[config.mk]
export PLATFORM = sky130hd
export DESIGN_NAME = enc_serial_nhot_flat
export DESIGN_NICKNAME = d
export VERILOG_FILES = /design/src/rtl/enc_serial_nhot_if.sv /design/src/rtl/enc_serial_nhot.sv /design/src/flat_wrapper.sv
export SDC_FILE = /design/constraint.sdc
export NUM_CORES = 1
export LEC_CHECK = 0
export BUFFER_PORTS_ARGS = -buffer_cell sky130_fd_sc_hd__buf_2
export CAP_MARGIN = 30
export CORE_MARGIN = 2
export CORE_UTILIZATION = 45
export CTS_CLUSTER_SIZE = 10
export DETAILED_ROUTE_END_ITERATION = 16
export PLACE_DENSITY = 0.71
export SLEW_MARGIN = 20
export SYNTH_ARGS = -nofsm -noshare
export SYNTH_HDL_FRONTEND = slang
export SYNTH_SLANG_ARGS = --single-unit
[constraint.sdc]
create_clock -name clk -period 2.25 [get_ports clk]
set_input_delay 0.225 -clock clk [delete_from_list [all_inputs] [get_ports clk]]
set_output_delay 0.225 -clock clk [all_outputs]
set_load 0.02 [all_outputs]
[src/rtl/enc_serial_nhot_if.sv]
// -----------------------------------------------------------------------------
// enc_serial_nhot_if
// Stream bundle for the serial n-hot encoder: request-vector input side,
// index output side and status flags.
//   EN        : block enable (master drives)
//   Din       : N-bit request vector, qualified by din_valid / din_ready
//   Y         : W-bit index of the currently presented set bit
//   valid     : Y is valid; accepted together with y_ready
//   y_last    : Y is the final index of the current vector
//   busy      : a vector is being scanned
//   zero_err  : one-cycle pulse after an all-zero vector was dropped
// Modports: master = source/consumer side, slave = encoder side.
// -----------------------------------------------------------------------------
interface enc_serial_nhot_if #(
    parameter int N = 8
);
    localparam int W = $clog2(N);

    logic         EN;
    logic [N-1:0] Din;
    logic         din_valid;
    logic         din_ready;
    logic [W-1:0] Y;
    logic         valid;
    logic         y_ready;
    logic         y_last;
    logic         busy;
    logic         zero_err;

    modport master (
        output EN, Din, din_valid, y_ready,
        input  din_ready, Y, valid, y_last, busy, zero_err
    );

    modport slave (
        input  EN, Din, din_valid, y_ready,
        output din_ready, Y, valid, y_last, busy, zero_err
    );
endinterface

[src/rtl/enc_serial_nhot.sv]
// -----------------------------------------------------------------------------
// enc_serial_nhot
// Serial n-hot encoder: accepts an N-bit request vector with any number of
// bits set and emits the binary index of every set bit, one per cycle, over a
// valid/ready stream. LSB-first by default; define ENC_MSB_FIRST_EN to emit the
// highest set bit first instead.
// Ports:
//   clk : rising-edge clock
//   rst : synchronous active-high reset
//   bus : enc_serial_nhot_if slave modport (EN, Din/din_valid/din_ready,
//         Y/valid/y_ready/y_last, busy, zero_err)
// The interface instance must be built with the same N as this module.
// -----------------------------------------------------------------------------
module enc_serial_nhot #(
    parameter int N = 8,
    localparam int W = $clog2(N)
) (
    input  logic                clk,
    input  logic                rst,
    enc_serial_nhot_if.slave    bus
);

    typedef enum logic {
        IDLE = 1'b0,
        SCAN = 1'b1
    } state_t;

    state_t       state_q, state_d;
    logic [N-1:0] pending_q, pending_d;
    logic         zero_err_q, zero_err_d;

    logic [W-1:0] idx;
    logic         one_left;

    // Index of the bit presented next. The loop direction makes the last
    // matching assignment win, which selects the priority end of the vector.
    function automatic logic [W-1:0] first_idx(input logic [N-1:0] v);
        logic [W-1:0] r;
        r = '0;
`ifdef ENC_MSB_FIRST_EN
        for (int i = 0; i < N; i++) begin
            if (v[i]) r = W'(i);
        end
`else
        for (int i = N - 1; i >= 0; i--) begin
            if (v[i]) r = W'(i);
        end
`endif
        return r;
    endfunction

    // Exactly one bit set: clearing the lowest set bit leaves nothing.
    function automatic logic single_bit(input logic [N-1:0] v);
        return (v != '0) && ((v & (v - N'(1))) == '0);
    endfunction

    assign idx      = first_idx(pending_q);
    assign one_left = single_bit(pending_q);

    always_comb begin
        state_d       = state_q;
        pending_d     = pending_q;
        zero_err_d    = 1'b0;
        bus.din_ready = 1'b0;
        bus.valid     = 1'b0;
        bus.Y         = '0;
        bus.y_last    = 1'b0;
        bus.busy      = 1'b0;
        bus.zero_err  = zero_err_q;

        case (state_q)
            IDLE: begin
                bus.din_ready = bus.EN;
                if (bus.din_valid && bus.EN) begin
                    if (bus.Din != '0) begin
                        pending_d = bus.Din;
                        state_d   = SCAN;
                    end else begin
                        zero_err_d = 1'b1;
                    end
                end
            end
            SCAN: begin
                bus.valid  = 1'b1;
                bus.busy   = 1'b1;
                bus.Y      = idx;
                bus.y_last = one_left;
                // Abort takes priority over a coincident output handshake.
                if (!bus.EN) begin
                    pending_d = '0;
                    state_d   = IDLE;
                end else if (bus.y_ready) begin
                    pending_d = pending_q & ~(N'(1) << idx);
                    if (one_left) state_d = IDLE;
                end
            end
            default: begin
                state_d   = IDLE;
                pending_d = '0;
            end
        endcase
    end

    always_ff @(posedge clk) begin
        if (rst) begin
            state_q    <= IDLE;
            pending_q  <= '0;
            zero_err_q <= 1'b0;
        end else begin
            state_q    <= state_d;
            pending_q  <= pending_d;
            zero_err_q <= zero_err_d;
        end
    end

endmodule

[src/flat_wrapper.sv]
// flat-port wrapper written by rule: the top's interface ports become plain ports
module enc_serial_nhot_flat 
#(
    parameter int N = 8,
    localparam int W = $clog2(N)
)
  (clk, rst, bus_EN, bus_Din, bus_din_valid, bus_y_ready, bus_din_ready, bus_Y, bus_valid, bus_y_last, bus_busy, bus_zero_err);
  enc_serial_nhot_if #(.N(N)) bus_i ();
  input  logic clk;
  input  logic rst;
  input wire logic [$bits(bus_i.EN)-1:0] bus_EN;
  input wire logic [$bits(bus_i.Din)-1:0] bus_Din;
  input wire logic [$bits(bus_i.din_valid)-1:0] bus_din_valid;
  input wire logic [$bits(bus_i.y_ready)-1:0] bus_y_ready;
  output wire logic [$bits(bus_i.din_ready)-1:0] bus_din_ready;
  output wire logic [$bits(bus_i.Y)-1:0] bus_Y;
  output wire logic [$bits(bus_i.valid)-1:0] bus_valid;
  output wire logic [$bits(bus_i.y_last)-1:0] bus_y_last;
  output wire logic [$bits(bus_i.busy)-1:0] bus_busy;
  output wire logic [$bits(bus_i.zero_err)-1:0] bus_zero_err;
  assign bus_i.EN = bus_EN;
  assign bus_i.Din = bus_Din;
  assign bus_i.din_valid = bus_din_valid;
  assign bus_i.y_ready = bus_y_ready;
  assign bus_din_ready = bus_i.din_ready;
  assign bus_Y = bus_i.Y;
  assign bus_valid = bus_i.valid;
  assign bus_y_last = bus_i.y_last;
  assign bus_busy = bus_i.busy;
  assign bus_zero_err = bus_i.zero_err;
  enc_serial_nhot #(.N(N)) u_core (.clk(clk), .rst(rst), .bus(bus_i));
endmodule
==> metrics.cfg, run 1 <==
[power_and_ir_drop]
power_density_nw_per_um2 = 573
p_total_mw = 0.447
power.leakage_nw = 0.358
power.switching_mw = 0.149
intPower_mw = 0.297
peakVddDrop_mv = 0.257
combPwrFrac_pct = 24.3
clockPowerShare_pct = 28.8
swShare_pct = 33.5
seqPwrFrac_pct = 46.9

[global_route]
grt_pass1_vias = 599
grt_max_degree = 12
antenna_found_initial = 0
grt_use_total_pct = 20.3
grt_pass1_wl_microns = 2820
overflow = 0

[cells_and_area]
post-route-util_pct = 53.0
nets = 115
final_cell_mix = buf_2 (20), dfxtp_1 (10), nor2_1 (7)
antenna_cells = 0
final_common_cell = buf_2
seqCellArea_sq_um = 200
area_delta_synth_final_pct = 13.5
drive_gt1_share_pct = 27.0
multi_input_area_sq_um = 418
n_fill_cell = 154

[logic_synthesis]
syn_area_sq_um = 687
synth_simple_gate_area_share_pct = 30.4
yosys-top-cells-area = dfxtp_1 (29%), a221o_1 (5.8%), nor4_1 (4.6%)
synth_area_per_cell_sq_um = 7.90
yosysWarnings = 0
ys_types = 35
synth.top_cell.area_share_pct = 29.1
synth-compound-area-share_pct = 29.9
synth_mux_area_share_pct = 0
synth_top_family_by_area = simple AND/OR/NAND/NOR gates
syn-num-nets = 100
synthXorXnorAreaFrac_pct = 0
synth_top_area_cell = dfxtp_1
syn-instance-count = 87
ys_seq_elements = 10
yosys.area_share.adder_pct = 0
synth_seq_area_share_pct = 29.1

[timing]
max_freq_mhz = 475
tns_ns = 0
slew_viol_final = 0
setup_viol_count_final = 0
rsz0062_at_grt = false
fin_crit_ns = 2.11
fin_crit_sh_pct = 93.6
tightestPinTransition_ns = 0.600
finClkSkew_ns = 0.00185
finalHoldViolCount = 0
max_slew_margin_pct = 59.9

[die]
initial_core_util_pct = 46.7
dieArea_sq_um = 1860
row_count = 14
core_area_sq_um = 1470
die_y_microns = 43.1
die_w_microns = 43.1
io_pins = 21

[placed_design]
port_buffers = 20
gp_congestion = 0.888
dp_hpwl_microns = 1310

[route]
first_iter_violations = 23
drt_first_pass_iters = 4
final_antenna_net_count = 0
via_count = 707
wirelength_microns = 1730
via_per_inst = 6.09
wire_per_inst_microns = 14.9
drc_errors = 0

[clock_network]
clockBufferDepth = 2
cts-buffers-inserted = 3
cts.sinks = 10
insertion_delay_ns = 0.27
ctsHoldBuffers = 0
clk_pin_slew_ns = 0.07
ctsHtreeMaxLevel = 1
cts_tree = done
root_buffer = clkbuf_4

[critical_path]
arrival_ns = 1.88
crit_fanout = 8
crit_path_end_kind = output port
cp-start-kind = flop
cp.required_ns = 2.03
r2r_slack_ns = 0.61
criticalPathCategory = reg2out

[flow_run]
drv_cap = 0

[min_path]
min_path_type = in2reg

[outcome]
status = finished, final reports clean

-- state kept, by name (all words and copies together) (netlist names) --
signal and count:
u_core.bus.zero_err 1, u_core.pending_q 8, u_core.state_q 1
-- path summary, 6_finish.rpt --
kind / from / end / depth (start not counted)
worst max-delay path: u_core.pending_q[2] / bus_y_last / 5
worst min-delay path: bus_y_ready / u_core.state_q / 2
worst max register to register: u_core.pending_q[2] / u_core.pending_q[6] / 3
worst min register to register: u_core.pending_q[3] / u_core.pending_q[3] / 1
-- kinds of logic (layout without fill, tap and decap cells) --
| family | after synthesis | count (layout) |
|---|---|---|
| compound gates | 27 | 27 |
| buf+inv | 15 | 28 |
| flops | 10 | 10 |
| simple gates | 35 | 35 |
-- power groups by stage --
stage / clock [mW] / sequential, mW / combinational, mW
finish: 0.129 / 0.209 / 0.109
global route: 0.138 / 0.212 / 0.121
CTS: 0.126 / 0.208 / 0.105
detailed placement: 0 / 0.212 / 0.104
global placement: 0 / 0.212 / 0.105
floorplan: 0 / 0.198 / 0.0922
-- worst max-delay path, stage by stage (launching register included) --
cell      delay, ns
dfxtp_1        0.37
or4_4          0.60
o211ai_1       0.19
nand3_1        0.11
and3b_1        0.19
buf_2          0.15
-- what timing repair did --
action / in CTS / in global routing
buffers inserted: 0 / 0
gates resized for setup: 0 / 1
setup endpoints to repair: 0 / 1
-- layer usage --
layer | part of all wire, % | wire length (microns) | GRT usage, %
met4 | 1.1 | 19 | 9.09
met2 | 41 | 708 | 27.9
met3 | 6.8 | 117 | 4.68
met1 | 51 | 882 | 29.8
met5 | 0 | 0 | 0
-- cells in the mapped netlist (all sizes together) --
master and instances:
a211oi 1, nand2 6, o22ai 1, clkbuf 4
nand3 2, o211a 2, nor2b 1, a21oi 5
nor3 4, o31ai 1, buf 6, o211ai 2
and3b 2, nand3b 1, a21o 1, a221oi 1
o311a 1, o21ai 3, a311oi 1, o21bai 1
nor3b 3, nand4b 1, dfxtp 10, inv 5
a31oi 1, nor4 5, nor4b 1, or4 1
nor2 7, and3 1, a221o 5, a22o 1
-- area by class of cell --
type                    instances  area share, %
clock buffers                   3           2.89
inverters                       5           2.41
multi-input cells              62           53.6
flip-flops and latches         10           25.7
well taps                      16           2.57
repair buffers                 20           12.8
-- through the flow --
stage               hold WS [ns]  instances  worst slack [ns]  instance area [sq um]
floorplan                  0.327         87             0.491                    687
global placement           0.434        113             0.407                    753
detailed placement         0.428        113             0.380                    753
CTS                        0.145        116            0.0847                    776
global route               0.153        116            0.0504                    779
finish                     0.136        116             0.144                    779
No activity file was read; power rests on OpenSTA's default activity.
==> run 2: changes to the inputs <==
--- a/config.mk
+++ b/config.mk
@@ -5,8 +5,8 @@
 export SDC_FILE = /design/constraint.sdc
 export NUM_CORES = 1
 export LEC_CHECK = 0
+export ABC_AREA = 1
 export BUFFER_PORTS_ARGS = -buffer_cell sky130_fd_sc_hd__buf_2
-export CAP_MARGIN = 30
 export CORE_MARGIN = 2
 export CORE_UTILIZATION = 45
 export CTS_CLUSTER_SIZE = 10
==> run 2 against run 1 <==
  * Clock power rose by 29%
  * First-iteration DRC count rose by 30%
  * Critical path type unchanged
  * Die area rose by 4.1%
  * Final area rose by 8.8%
  * Non-clock buffer count did not move
  * Critical endpoint unchanged
  * Maximum frequency rose by 20%
  * Critical path depth rose by 1
  * Register-to-register slack improved by 0.38 ns
==> metrics.cfg, run 2 <==
[outcome]
status = finished, final reports clean  ; unchanged

[placed_design]
dp_hpwl_microns = 1460  ; was 1310 microns
port_buffers = 20  ; unchanged
gp_congestion = 0.884  ; was 0.888

[critical_path]
rr_startpoint = u_core.pending_q[0]  ; was u_core.pending_q[2]
slowest_stage = dfxtp_1  ; was or4_4
crit_path_end_kind = output port  ; unchanged
cp-start-kind = flop  ; unchanged
cpPeakStageDelay_ns = 0.34  ; was 0.60 ns
crit_fanout = 6  ; was 8
r2r_slack_ns = 0.99  ; was 0.61 ns
reg2reg_to = u_core.state_q  ; was u_core.pending_q[6]
cp.required_ns = 2.03  ; about the same
crit_chain = nor2_2, nand3_1, a21oi_1, nand3_1, nor2_1, buf_2  ; was or4_4, o211ai_1, nand3_1, and3b_1, buf_2
criticalPathCategory = reg2out  ; unchanged
path_common_cell = nand3_1
reg2regPathDepth = 6  ; was 3
arrival_ns = 1.53  ; was 1.88 ns

[clock_network]
ctsHtreeMaxLevel = 1  ; unchanged
cts-buffers-inserted = 3  ; unchanged
post-cts-setup-buffers = 0  ; unchanged
clockBufferDepth = 2  ; unchanged
cts.sinks = 10  ; unchanged
root_buffer = clkbuf_4  ; unchanged
insertion_delay_ns = 0.27  ; about the same
cts_resized = 0  ; unchanged
clk_pin_slew_ns = 0.07  ; about the same
ctsHoldBuffers = 0  ; unchanged
cts_tree = done  ; unchanged

[power_and_ir_drop]
seqPwrFrac_pct = 39.5  ; was 46.9%
intPower_mw = 0.338  ; was 0.297 mW
clockPowerShare_pct = 32.2  ; was 28.8%
peakVddDrop_mv = 0.318  ; was 0.257 mV
p_total_mw = 0.517  ; was 0.447 mW
power.switching_mw = 0.179  ; was 0.149 mW
power_density_nw_per_um2 = 609  ; was 573 nW/um^2
combPwrFrac_pct = 28.3  ; was 24.3%
power.leakage_nw = 0.398  ; was 0.358 nW
swShare_pct = 34.7  ; was 33.5%

[min_path]
min_to = u_core.bus.zero_err  ; was u_core.state_q
min_path_type = in2reg  ; unchanged
hold_depth = 3  ; was 2
worstHoldStart = bus_din_valid  ; was bus_y_ready

[die]
core_area_sq_um = 1510  ; was 1470 sq um
die_y_microns = 44.0  ; was 43.1 microns
io_pins = 21  ; unchanged
dieArea_sq_um = 1930  ; was 1860 sq um
initial_core_util_pct = 47.7  ; was 46.7%
row_count = 14  ; unchanged
die_w_microns = 44.0  ; was 43.1 microns

[route]
via_per_inst = 5.56  ; was 6.09
first_iter_violations = 30  ; was 23
wirelength_microns = 1880  ; was 1730 microns
final_antenna_net_count = 0  ; unchanged
drc_errors = 0  ; unchanged
via_count = 857  ; was 707
drt_first_pass_iters = 4  ; unchanged
wire_per_inst_microns = 12.2  ; was 14.9 microns

[cells_and_area]
area_delta_synth_final_pct = 18.1  ; was 13.5%
n_fill_cell = 157  ; was 154
antenna_cells = 0  ; unchanged
top_register = u_core.pending_q  ; unchanged
final_common_cell = nand2_1  ; was buf_2
largest_reg_flops = 8  ; unchanged
nets = 152  ; was 115
drive_gt1_share_pct = 25.4  ; was 27.0%
final_cell_mix = nand2_1 (26), buf_2 (20), nand3_1 (18)  ; was buf_2 (20), dfxtp_1 (10), nor2_1 (7)

[global_route]
antenna_found_initial = 0  ; unchanged
grt_use_total_pct = 21.4  ; was 20.3%
grt_pass1_vias = 689  ; was 599
grt_pass1_wl_microns = 3080  ; was 2820 microns
grt_max_degree = 17  ; was 12
overflow = 0  ; unchanged

[logic_synthesis]
async_flop_share_pct = 0  ; unchanged
syn_area_sq_um = 718  ; was 687 sq um
synth_mux_area_share_pct = 0  ; unchanged
synthXorXnorAreaFrac_pct = 0  ; unchanged
yosysWarnings = 0  ; unchanged
synth_simple_gate_area_share_pct = 43.4  ; was 30.4%
syn-num-nets = 131  ; was 100
ys_seq_elements = 10  ; unchanged
synth_top_family_by_area = simple AND/OR/NAND/NOR gates  ; unchanged
yosys-top-cells-area = dfxtp_1 (28%), nand2_1 (14%), nand3_1 (13%)  ; was dfxtp_1 (29%), a221o_1 (5.8%), nor4_1 (4.6%)
yosys.area_share.adder_pct = 0  ; unchanged
ys_types = 20  ; was 35
synth.top_cell.area_share_pct = 27.9  ; was 29.1%
syn-instance-count = 118  ; was 87
synth-main-ff-cell = dfxtp_1  ; unchanged
synth_area_per_cell_sq_um = 6.09  ; was 7.90 sq um
synth_most_common_cell = nand2_1  ; was dfxtp_1
synth_edf_count = 0  ; unchanged
synth_commonest_cells = nand2_1 (26), nand3_1 (18), a21oi_1 (13)  ; was dfxtp_1 (10), nor2_1 (7), nand2_1 (6)
synth_seq_area_share_pct = 27.9  ; was 29.1%
synth_top_area_cell = dfxtp_1  ; unchanged
synth-compound-area-share_pct = 19.3  ; was 29.9%

[timing]
tightestPinTransition_ns = 0.378  ; was 0.600 ns
finalHoldViolCount = 0  ; unchanged
slew_viol_final = 0  ; unchanged
max_freq_mhz = 569  ; was 475 MHz
max_slew_margin_pct = 74.8  ; was 59.9%
fin_crit_ns = 1.76  ; was 2.11 ns
rsz0062_at_grt = false  ; unchanged
tns_ns = 0  ; unchanged
fin_crit_sh_pct = 78.1  ; was 93.6%
finClkSkew_ns = 0.00127  ; was 0.00185 ns
setup_viol_count_final = 0  ; unchanged

[flow_run]
drv_cap = 0  ; unchanged

==> run 2: kinds of logic (layout without fill, tap and decap cells) <==
family / after synthesis / in the layout
simple gates: 68 / 68
compound gates: 25 / 25
flops: 10 / 10
buf+inv: 15 / 35
==> run 2: worst max path at each step <==
| stage | to | from | slack, ns |
|---|---|---|---|
| 3_3_place_gp | bus_y_last | u_core.pending_q[2] | 0.85 |
| 3_5_place_dp | bus_y_last | u_core.pending_q[0] | 0.81 |
| 6_report | bus_y_last | u_core.pending_q[0] | 0.49 |
| 4_1_cts | bus_y_last | u_core.pending_q[0] | 0.51 |
| 2_1_floorplan | bus_Y[1] | u_core.state_q | 0.59 |
| 5_1_grt | bus_y_last | u_core.pending_q[0] | 0.38 |
==> run 2: final cells by class <==
cell class	instances	area [sq um]	share of cell area (%)
Multi-Input combinational cell	93	450	53.1
Tap cell	16	20.0	2.36
Sequential cell	10	200	23.6
Inverter	11	41.3	4.87
Clock buffer	4	36.3	4.28
Timing Repair Buffer	20	100	11.8
==> run 2: power groups by stage <==
stage | Combinational [mW] | Sequential [mW] | Clock (mW)
after floorplan | 0.108 | 0.205 | 0
after global placement | 0.142 | 0.207 | 0
after detailed placement | 0.144 | 0.208 | 0
after CTS | 0.145 | 0.204 | 0.168
after global routing | 0.164 | 0.206 | 0.177
final | 0.146 | 0.204 | 0.166
==> run 2: worst max-delay path, delay by kind of cell (launching register included) <==
kind / cells / cell delay, ns
flops: 1 / 0.34
simple gates: 4 / 0.56
buf+inv: 1 / 0.17
compound gates: 1 / 0.18
==> run 2: through the flow <==
step                      setup slack (ns)  std cells  utilization (%)  hold slack (ns)  area, sq um
after floorplan                      0.589        118                -            0.376          718
after global placement               0.846        150             53.9            0.498          812
after detailed placement             0.808        150             53.9            0.504          812
after CTS                            0.510        154             56.3            0.219          848
after global routing                 0.380        154             56.3            0.240          848
final                                0.494        154             56.3            0.220          848
==> run 2: metal layers <==
metal	up-vias	share of wire, %	GRT usage [%]
met5	-	0	0
met4	0	1.1	7.27
met3	4	4.9	3.75
met2	22	44	33.2
met1	389	50	29.7
li1	442	-	-
